<file path="src/rtl/cam_dvp_capture_pkg.sv">
// rtl/cam_dvp_capture_pkg.sv - shared state encoding and width helper for the DVP capture front-end
package cam_dvp_capture_pkg;

  typedef enum logic [1:0] {
    ST_IDLE     = 2'd0,
    ST_ARMED    = 2'd1,
    ST_CAPTURE  = 2'd2,
    ST_STOPPING = 2'd3
  } cap_state_t;

  // Counter width able to index n items; never narrower than one bit.
  function automatic int cnt_width(input int n);
    return (n > 1) ? $clog2(n) : 1;
  endfunction

endpackage

</file>
<file path="src/rtl/cam_dvp_capture_if.sv">
// rtl/cam_dvp_capture_if.sv - packed pixel word stream with frame/line tags
interface cam_dvp_capture_if #(
  parameter int OUT_W = 64
) ();

  logic [OUT_W-1:0] dout;
  logic             dout_valid;
  logic             dout_ready;
  logic             dout_sof;
  logic             dout_eol;

  modport master (output dout, dout_valid, dout_sof, dout_eol, input dout_ready);
  modport slave  (input dout, dout_valid, dout_sof, dout_eol, output dout_ready);

endinterface

</file>
<file path="src/rtl/cam_dvp_capture_pix_packer.sv">
// rtl/cam_dvp_capture_pix_packer.sv - packs kept pixels into tagged words and buffers them in a 2-entry FIFO
module cam_dvp_capture_pix_packer
  import cam_dvp_capture_pkg::*;
#(
  parameter int PIX_W = 16,
  parameter int OUT_W = 64
) (
  input  logic             pclk,
  input  logic             rst_n,
  input  logic             frame_start,
  input  logic             pix_valid,
  input  logic [PIX_W-1:0] pix_data,
  input  logic             pix_last,
  input  logic             line_end,
  output logic [OUT_W-1:0] dout,
  output logic             dout_valid,
  input  logic             dout_ready,
  output logic             dout_sof,
  output logic             dout_eol,
  output logic             err_ovf
);

  localparam int PPW = OUT_W / PIX_W;
  localparam int CW  = cnt_width(PPW);

  logic [OUT_W-1:0] acc;
  logic [CW-1:0]    cnt;
  logic             sof_pend;
  logic [OUT_W+1:0] mem [2];
  logic             wptr;
  logic             rptr;
  logic [1:0]       count;

  logic [OUT_W-1:0] word_next;
  logic             push;
  logic             push_eol;
  logic             pop;
  logic             push_ok;

  assign dout_valid = (count != 2'd0);
  assign dout       = mem[rptr][OUT_W-1:0];
  assign dout_eol   = mem[rptr][OUT_W];
  assign dout_sof   = mem[rptr][OUT_W+1];

  always_comb begin
    word_next = acc;
    for (int i = 0; i < PPW; i++) begin
      if (pix_valid && cnt == CW'(i)) word_next[i*PIX_W +: PIX_W] = pix_data;
    end
    push     = 1'b0;
    push_eol = 1'b0;
    if (pix_valid) begin
      push     = pix_last || (cnt == CW'(PPW-1));
      push_eol = pix_last;
    end else if (line_end && cnt != '0) begin
      // Line ended before the crop's right edge: flush the partial word.
      push     = 1'b1;
      push_eol = 1'b1;
    end
    pop     = dout_valid && dout_ready;
    push_ok = push && ((count != 2'd2) || pop);
  end

  always_ff @(posedge pclk or negedge rst_n) begin
    if (!rst_n) begin
      acc      <= '0;
      cnt      <= '0;
      sof_pend <= 1'b0;
      mem[0]   <= '0;
      mem[1]   <= '0;
      wptr     <= 1'b0;
      rptr     <= 1'b0;
      count    <= 2'd0;
      err_ovf  <= 1'b0;
    end else begin
      if (push) begin
        acc      <= '0;
        cnt      <= '0;
        sof_pend <= 1'b0;
      end else if (pix_valid) begin
        acc <= word_next;
        cnt <= cnt + CW'(1);
      end
      // A line closed by the vsync edge flushes first; the new frame then starts clean.
      if (frame_start) begin
        acc      <= '0;
        cnt      <= '0;
        sof_pend <= 1'b1;
      end
      if (push_ok) begin
        mem[wptr] <= {sof_pend, push_eol, word_next};
        wptr      <= ~wptr;
      end
      if (push && !push_ok) err_ovf <= 1'b1;
      if (pop) rptr <= ~rptr;
      case ({push_ok, pop})
        2'b10:   count <= count + 2'd1;
        2'b01:   count <= count - 2'd1;
        default: count <= count;
      endcase
    end
  end

endmodule

</file>
<file path="src/rtl/cam_dvp_capture.sv">
// rtl/cam_dvp_capture.sv - DVP camera front-end: pin registers, control FSM, pixel assembly, crop and stats
module cam_dvp_capture
  import cam_dvp_capture_pkg::*;
#(
  parameter int DIN_W     = 8,
  parameter int BPP       = 2,
  parameter int OUT_W     = 64,
  parameter int CNT_W     = 12,
  parameter bit VSYNC_POL = 1'b1
) (
  input  logic             pclk,
  input  logic             rst_n,
  input  logic [DIN_W-1:0] din,
  input  logic             vsync,
  input  logic             href,
  input  logic             start,
  input  logic             stop,
  input  logic [CNT_W-1:0] crop_x0,
  input  logic [CNT_W-1:0] crop_x1,
  input  logic [CNT_W-1:0] crop_y0,
  input  logic [CNT_W-1:0] crop_y1,
  cam_dvp_capture_if.master stream,
  output logic             running,
  output logic [31:0]      frame_cnt,
  output logic [CNT_W-1:0] last_rows,
  output logic             err_ovf,
  output logic             err_beat
);

  localparam int PIX_W = DIN_W * BPP;
  localparam int BW    = cnt_width(BPP);

  cap_state_t       state;
  logic [DIN_W-1:0] din_r;
  logic             vsync_r;
  logic             vsync_q;
  logic             href_r;
  logic             href_q;
  logic [BW-1:0]    beat;
  logic [CNT_W-1:0] col;
  logic [CNT_W-1:0] row;
  logic [PIX_W-1:0] pix_acc;

  logic             frame_start;
  logic             frame_end;
  logic             line_end;
  logic             beat_en;
  logic             pix_done;
  logic [PIX_W-1:0] pix_full;
  logic             pix_keep;
  logic             pix_last;
  logic [CNT_W-1:0] row_done;

  always_comb begin
    frame_start = (vsync_q == VSYNC_POL) && (vsync_r != VSYNC_POL);
    frame_end   = (vsync_q != VSYNC_POL) && (vsync_r == VSYNC_POL);
    // A vsync edge inside an active line closes that line first.
    line_end    = href_q && (!href_r || frame_start || frame_end);
    beat_en     = href_r && !line_end;
    pix_done    = beat_en && (beat == BW'(BPP-1));
    pix_full    = (pix_acc << DIN_W) | PIX_W'(din_r);
    pix_keep    = pix_done && (state == ST_CAPTURE || state == ST_STOPPING)
                  && (col >= crop_x0) && (col <= crop_x1)
                  && (row >= crop_y0) && (row <= crop_y1);
    pix_last    = (col == crop_x1);
    row_done    = line_end ? row + CNT_W'(1) : row;
  end

  always_ff @(posedge pclk or negedge rst_n) begin
    if (!rst_n) begin
      din_r    <= '0;
      vsync_r  <= VSYNC_POL;
      vsync_q  <= VSYNC_POL;
      href_r   <= 1'b0;
      href_q   <= 1'b0;
      beat     <= '0;
      col      <= '0;
      row      <= '0;
      pix_acc  <= '0;
      err_beat <= 1'b0;
    end else begin
      din_r   <= din;
      vsync_r <= vsync;
      href_r  <= href;
      vsync_q <= vsync_r;
      href_q  <= href_r;
      if (beat_en) begin
        beat    <= pix_done ? '0 : beat + BW'(1);
        pix_acc <= pix_full;
      end
      if (pix_done && col != '1) col <= col + CNT_W'(1);
      if (line_end) begin
        row  <= row + CNT_W'(1);
        col  <= '0;
        beat <= '0;
        if (beat != '0) err_beat <= 1'b1;
      end
      if (frame_start) begin
        row  <= '0;
        col  <= '0;
        beat <= '0;
      end
    end
  end

  always_ff @(posedge pclk or negedge rst_n) begin
    if (!rst_n) begin
      state     <= ST_IDLE;
      running   <= 1'b0;
      frame_cnt <= '0;
      last_rows <= '0;
    end else begin
      case (state)
        ST_IDLE: begin
          if (start && !stop) begin
            state   <= ST_ARMED;
            running <= 1'b1;
          end
        end
        ST_ARMED: begin
          if (stop) begin
            state   <= ST_IDLE;
            running <= 1'b0;
          end else if (frame_start) begin
            state <= ST_CAPTURE;
          end
        end
        ST_CAPTURE: begin
          if (frame_end) begin
            frame_cnt <= frame_cnt + 32'd1;
            last_rows <= row_done;
            if (stop) begin
              state   <= ST_IDLE;
              running <= 1'b0;
            end
          end else if (stop) begin
            state <= ST_STOPPING;
          end
        end
        default: begin
          if (frame_end) begin
            frame_cnt <= frame_cnt + 32'd1;
            last_rows <= row_done;
            state     <= ST_IDLE;
            running   <= 1'b0;
          end
        end
      endcase
    end
  end

  cam_dvp_capture_pix_packer #(
    .PIX_W (PIX_W),
    .OUT_W (OUT_W)
  ) u_packer (
    .pclk        (pclk),
    .rst_n       (rst_n),
    .frame_start (frame_start),
    .pix_valid   (pix_keep),
    .pix_data    (pix_full),
    .pix_last    (pix_last),
    .line_end    (line_end),
    .dout        (stream.dout),
    .dout_valid  (stream.dout_valid),
    .dout_ready  (stream.dout_ready),
    .dout_sof    (stream.dout_sof),
    .dout_eol    (stream.dout_eol),
    .err_ovf     (err_ovf)
  );

endmodule

</file>
<file path="src/flat_wrapper.sv">
// flat-port wrapper written by rule: the top's interface ports become plain ports
module cam_dvp_capture_flat import cam_dvp_capture_pkg::*;
#(
  parameter int DIN_W     = 8,
  parameter int BPP       = 2,
  parameter int OUT_W     = 64,
  parameter int CNT_W     = 12,
  parameter bit VSYNC_POL = 1'b1
)
  (pclk, rst_n, din, vsync, href, start, stop, crop_x0, crop_x1, crop_y0, crop_y1, running, frame_cnt, last_rows, err_ovf, err_beat, stream_dout, stream_dout_valid, stream_dout_sof, stream_dout_eol, stream_dout_ready);
  cam_dvp_capture_if #(.OUT_W(OUT_W)) stream_i ();
  input  logic pclk;
  input  logic rst_n;
  input  logic [DIN_W-1:0] din;
  input  logic vsync;
  input  logic href;
  input  logic start;
  input  logic stop;
  input  logic [CNT_W-1:0] crop_x0;
  input  logic [CNT_W-1:0] crop_x1;
  input  logic [CNT_W-1:0] crop_y0;
  input  logic [CNT_W-1:0] crop_y1;
  output logic running;
  output logic [31:0] frame_cnt;
  output logic [CNT_W-1:0] last_rows;
  output logic err_ovf;
  output logic err_beat;
  output wire logic [$bits(stream_i.dout)-1:0] stream_dout;
  output wire logic [$bits(stream_i.dout_valid)-1:0] stream_dout_valid;
  output wire logic [$bits(stream_i.dout_sof)-1:0] stream_dout_sof;
  output wire logic [$bits(stream_i.dout_eol)-1:0] stream_dout_eol;
  input wire logic [$bits(stream_i.dout_ready)-1:0] stream_dout_ready;
  assign stream_dout = stream_i.dout;
  assign stream_dout_valid = stream_i.dout_valid;
  assign stream_dout_sof = stream_i.dout_sof;
  assign stream_dout_eol = stream_i.dout_eol;
  assign stream_i.dout_ready = stream_dout_ready;
  cam_dvp_capture #(.DIN_W(DIN_W), .BPP(BPP), .OUT_W(OUT_W), .CNT_W(CNT_W), .VSYNC_POL(VSYNC_POL)) u_core (.pclk(pclk), .rst_n(rst_n), .din(din), .vsync(vsync), .href(href), .start(start), .stop(stop), .crop_x0(crop_x0), .crop_x1(crop_x1), .crop_y0(crop_y0), .crop_y1(crop_y1), .stream(stream_i), .running(running), .frame_cnt(frame_cnt), .last_rows(last_rows), .err_ovf(err_ovf), .err_beat(err_beat));
endmodule
</file>
<file path="config.mk">
export PLATFORM = sky130hd
export DESIGN_NAME = cam_dvp_capture_flat
export DESIGN_NICKNAME = d
export VERILOG_FILES = /design/src/rtl/cam_dvp_capture_pkg.sv /design/src/rtl/cam_dvp_capture_if.sv /design/src/rtl/cam_dvp_capture_pix_packer.sv /design/src/rtl/cam_dvp_capture.sv /design/src/flat_wrapper.sv
export SDC_FILE = /design/constraint.sdc
export NUM_CORES = 1
export LEC_CHECK = 0
export ABC_AREA = 0
export BUFFER_PORTS_ARGS = -buffer_cell sky130_fd_sc_hd__buf_2
export CORE_ASPECT_RATIO = 1.2
export CORE_MARGIN = 3
export CORE_UTILIZATION = 34
export CTS_BUF_LIST = sky130_fd_sc_hd__clkbuf_8
export DETAILED_ROUTE_END_ITERATION = 8
export PLACE_DENSITY_LB_ADDON = 0.15
export SKIP_CTS_REPAIR_TIMING = 1
export SLEW_MARGIN = 30
export SYNTH_ARGS = -nofsm -noshare
export SYNTH_HDL_FRONTEND = slang
export SYNTH_SLANG_ARGS = --single-unit
</file>
<file path="constraint.sdc">
create_clock -name pclk -period 3.5 [get_ports pclk]
set_input_delay 0 -clock pclk [delete_from_list [all_inputs] [get_ports pclk]]
set_output_delay 0 -clock pclk [all_outputs]
set_load 0.005 [all_outputs]
</file>
==> flow_summary.ini <==
[drt]
dr.pass1.iters = 4
first_iter_violations = 391
drc_errors = 0
postRouteAntennaNets = 0
avgViaCountPerCell = 4.717
wl_per_cell_um = 17.69
wirelength_um = 34020
num_vias = 9070

[logic_synthesis]
synthTopCellsByCount = 295 x dfrtp_1, 254 x mux2_2, 72 x nor2b_1
synth_edf_count = 0
synth_compound_area_share_pct = 3.611
synthCells = 1109
synth-seq-cells = 297
ys_types = 53
synthSimpleGateAreaFrac_pct = 9.951
avgSynthCellArea_um2 = 12.78
synthMostInstantiatedCell = dfrtp_1
synth-xor-area-share_pct = 3.709
synth_top_area_cell = dfrtp_1
syn_nets = 1233
synth_top_family_by_area = multiplexers
syn_area_mm2 = 0.01417
synth.yosys.seq_area_share_pct = 52.47
ys_warn_count = 0
synth_top_area_share_pct = 52.10
synthMuxAreaShare_pct = 21.67
yosys-top-cells-area = dfrtp_1 52%, mux2_2 20%, ha_1 5.4%
synth-main-ff-cell = dfrtp_1
synth_async_sr_flop_share_pct = 100.0
synth_fa_ha_area_share_pct = 5.386

[floorplan]
die_w_um = 192.4
die_h_um = 229.6
start_util_pct = 34.61
core_area_mm2 = 0.04094
ios = 177
die_area_mm2 = 0.04417
num_rows = 81

[timing]
fin_crit_sh_pct = 96.18
fmax_ghz = 0.2971
final-setup-viol-count = 0
finalMaxSlewViolations = 0
holdWs_ps = -32.80
rsz0062_at_grt = false
finalSetupTns_ps = 0
slew_headroom_pct = 38.01
fin_worst_skew_ps = 33.18
period_minus_slack_ps = 3366
hold_viol = 7
tightestPinTransition_ps = 915.4

[hold_path]
hold_path_class = primary input to async pin

[finish]
drive_gt1_share_pct = 39.60
final_nets = 1469
final_cells = 1923
diodes = 0
syn2layout_area_growth_pct = 20.62

[placed_design]
placedCellCount = 1807
hpwl_um = 22420
gpl.final_weighted_congestion = 0.7603
port_buffers = 176

[setup_path]
r2r_cells = 10
rrSetupSlack_ps = 130
rr_startpoint = u_core.col[5]$_DFFE_PN0P_
startpoint_type = register
crit_arrival_ps = 3850
path_max_fanout = 32
worstSetupEndpointType = register
path_class = register to register
required_ps = 3980
timing.rr.end = u_core.u_packer.mem[81]$_DFFE_PN0P_

[cts]
clock_latency_ps = 620
clockRootBuffer = clkbuf_8
htreeDepth = 2
clk_path_buf_depth = 3
cts_buffers = 52
cts_tree = built
cts.reportedPaths.clkPinSlew_ps = 60
cts_sinks = 297

[grt]
grt_pass1_wl_um = 53330
grt.total_usage_pct = 15.46
grt_max_degree = 101
grt_pass1_vias = 9387
antenna_found_initial = 0
gr-total-overflow = 0

[power]
peakVddDrop_mv = 0.3927
leakagePower_nw = 9.016
powerDensity_mw_per_mm2 = 427.3

[flow_run]
cap_violations = 0

[outcome]
violations = negative hold slack
status = complete, but fails checks
final cells by class:
class / count / area [um^2]
sequential: 297 / 7438
clock inverter: 29 / 142.6
timing repair buffer: 222 / 1431
fill: 4011 / 23850
multi-input combinational: 715 / 6310
clock buffer: 64 / 880.8
tap: 539 / 674.4
inverter: 57 / 214.0
cell usage in the layout (no fill, tap or decap), types with 3 or more instances in the layout:
cell           synthesis  final
nand4_4                4      4
and2_1                 4      4
nor2_1                49     48
buf_12                 0     10
buf_4                  2     14
nand2b_1               4      4
a21o_1                 8      8
nor2b_1               72     72
o21ai_0               18     18
and4_1                 6      6
nor3_1                 5      5
dlygate4sd3_1          0     21
mux2_2               254    254
buf_2                 11    175
inv_1                 57     81
o211ai_1               3      3
mux2_1                16     16
a21oi_1               16     16
nand2_1               50     49
nand4_1               21     21
xnor2_1               34     34
a211oi_1               3      3
mux2i_1                3      3
o31ai_1                3      3
clkbuf_8               0     64
or2_2                  4      4
xor2_1                26     26
ha_1                  61     61
and3_1                10     10
dfrtp_1              295    294
nand3_1               17     17
how the worst max path moves through the flow:
stage	to	cells past startpoint	startpoint	slack, ps
after floorplan	u_core.u_packer.count[1]$_DFFE_PN0P_	11	u_core.col[9]$_DFFE_PN0P_	460
after global placement	u_core.u_packer.mem[94]$_DFFE_PN0P_	11	u_core.col[0]$_DFFE_PN0P_	150
after detailed placement	u_core.u_packer.mem[94]$_DFFE_PN0P_	11	u_core.col[0]$_DFFE_PN0P_	180
after CTS	u_core.u_packer.mem[7]$_DFFE_PN0P_	8	u_core.col[5]$_DFFE_PN0P_	140
after global routing	u_core.u_packer.mem[81]$_DFFE_PN0P_	10	u_core.col[5]$_DFFE_PN0P_	3
final	u_core.u_packer.mem[81]$_DFFE_PN0P_	10	u_core.col[5]$_DFFE_PN0P_	130
power by group:
| group | internal [mW] | total (mW) | switching [mW] |
|---|---|---|---|
| Clock | 1.65 | 3.09 | 1.44 |
| Sequential | 3.52 | 3.64 | 0.122 |
| Combinational | 0.241 | 0.570 | 0.329 |
| Total | 5.41 | 7.30 | 1.89 |
per-layer routing:
| metal | global-route usage (%) | wire length (um) | up-vias |
|---|---|---|---|
| met5 | 0 | 0 | - |
| met4 | 4.760 | 732 | 0 |
| met3 | 3.123 | 1497 | 50 |
| met2 | 25.53 | 16580 | 174 |
| met1 | 20.40 | 15210 | 4520 |
| li1 | - | - | 4326 |
state kept, by name, summed over array words and instances (netlist names), 2 cells and up:
name,cells
u_core.u_packer.mem,132
u_core.u_packer.acc,64
u_core.state,2
u_core.col,12
u_core.row,12
u_core.u_packer.count,2
u_core.frame_cnt,32
u_core.din_r,8
u_core.pix_acc,8
u_core.last_rows,12
u_core.u_packer.cnt,2
cell families (layout without fill, tap and decap cells):
| logic type | Yosys count | after routing |
|---|---|---|
| AOI/OAI and AO/OA | 67 | 67 |
| xor gates and xnor gates | 60 | 60 |
| DFF | 297 | 297 |
| buffers and inverters | 97 | 372 |
| adders and majority gates | 61 | 61 |
| muxes | 273 | 273 |
| and+or+nand+nor | 254 | 254 |
critical path, cell delays in order (launching register included):
cell	delay, ps
dfrtp_1	430
ha_1	310
a21o_1	160
a221o_1	330
a221o_1	390
o22ai_4	350
a41oi_4	250
nor3_4	250
buf_12	150
buf_12	220
mux2_2	360
through the flow:
step,area (um^2),total power [mW],setup slack [ps],util (%)
4_1_cts,16820,7.452,138.4,41.09
3_5_place_dp,15800,4.258,176.7,38.59
5_1_grt,17090,7.738,3.145,41.74
6_report,17090,7.303,133.6,41.74
2_1_floorplan,14170,3.967,464.4,-
3_3_place_gp,15780,4.251,152.9,38.54
Note: power is estimated with default switching activity, not from simulation.
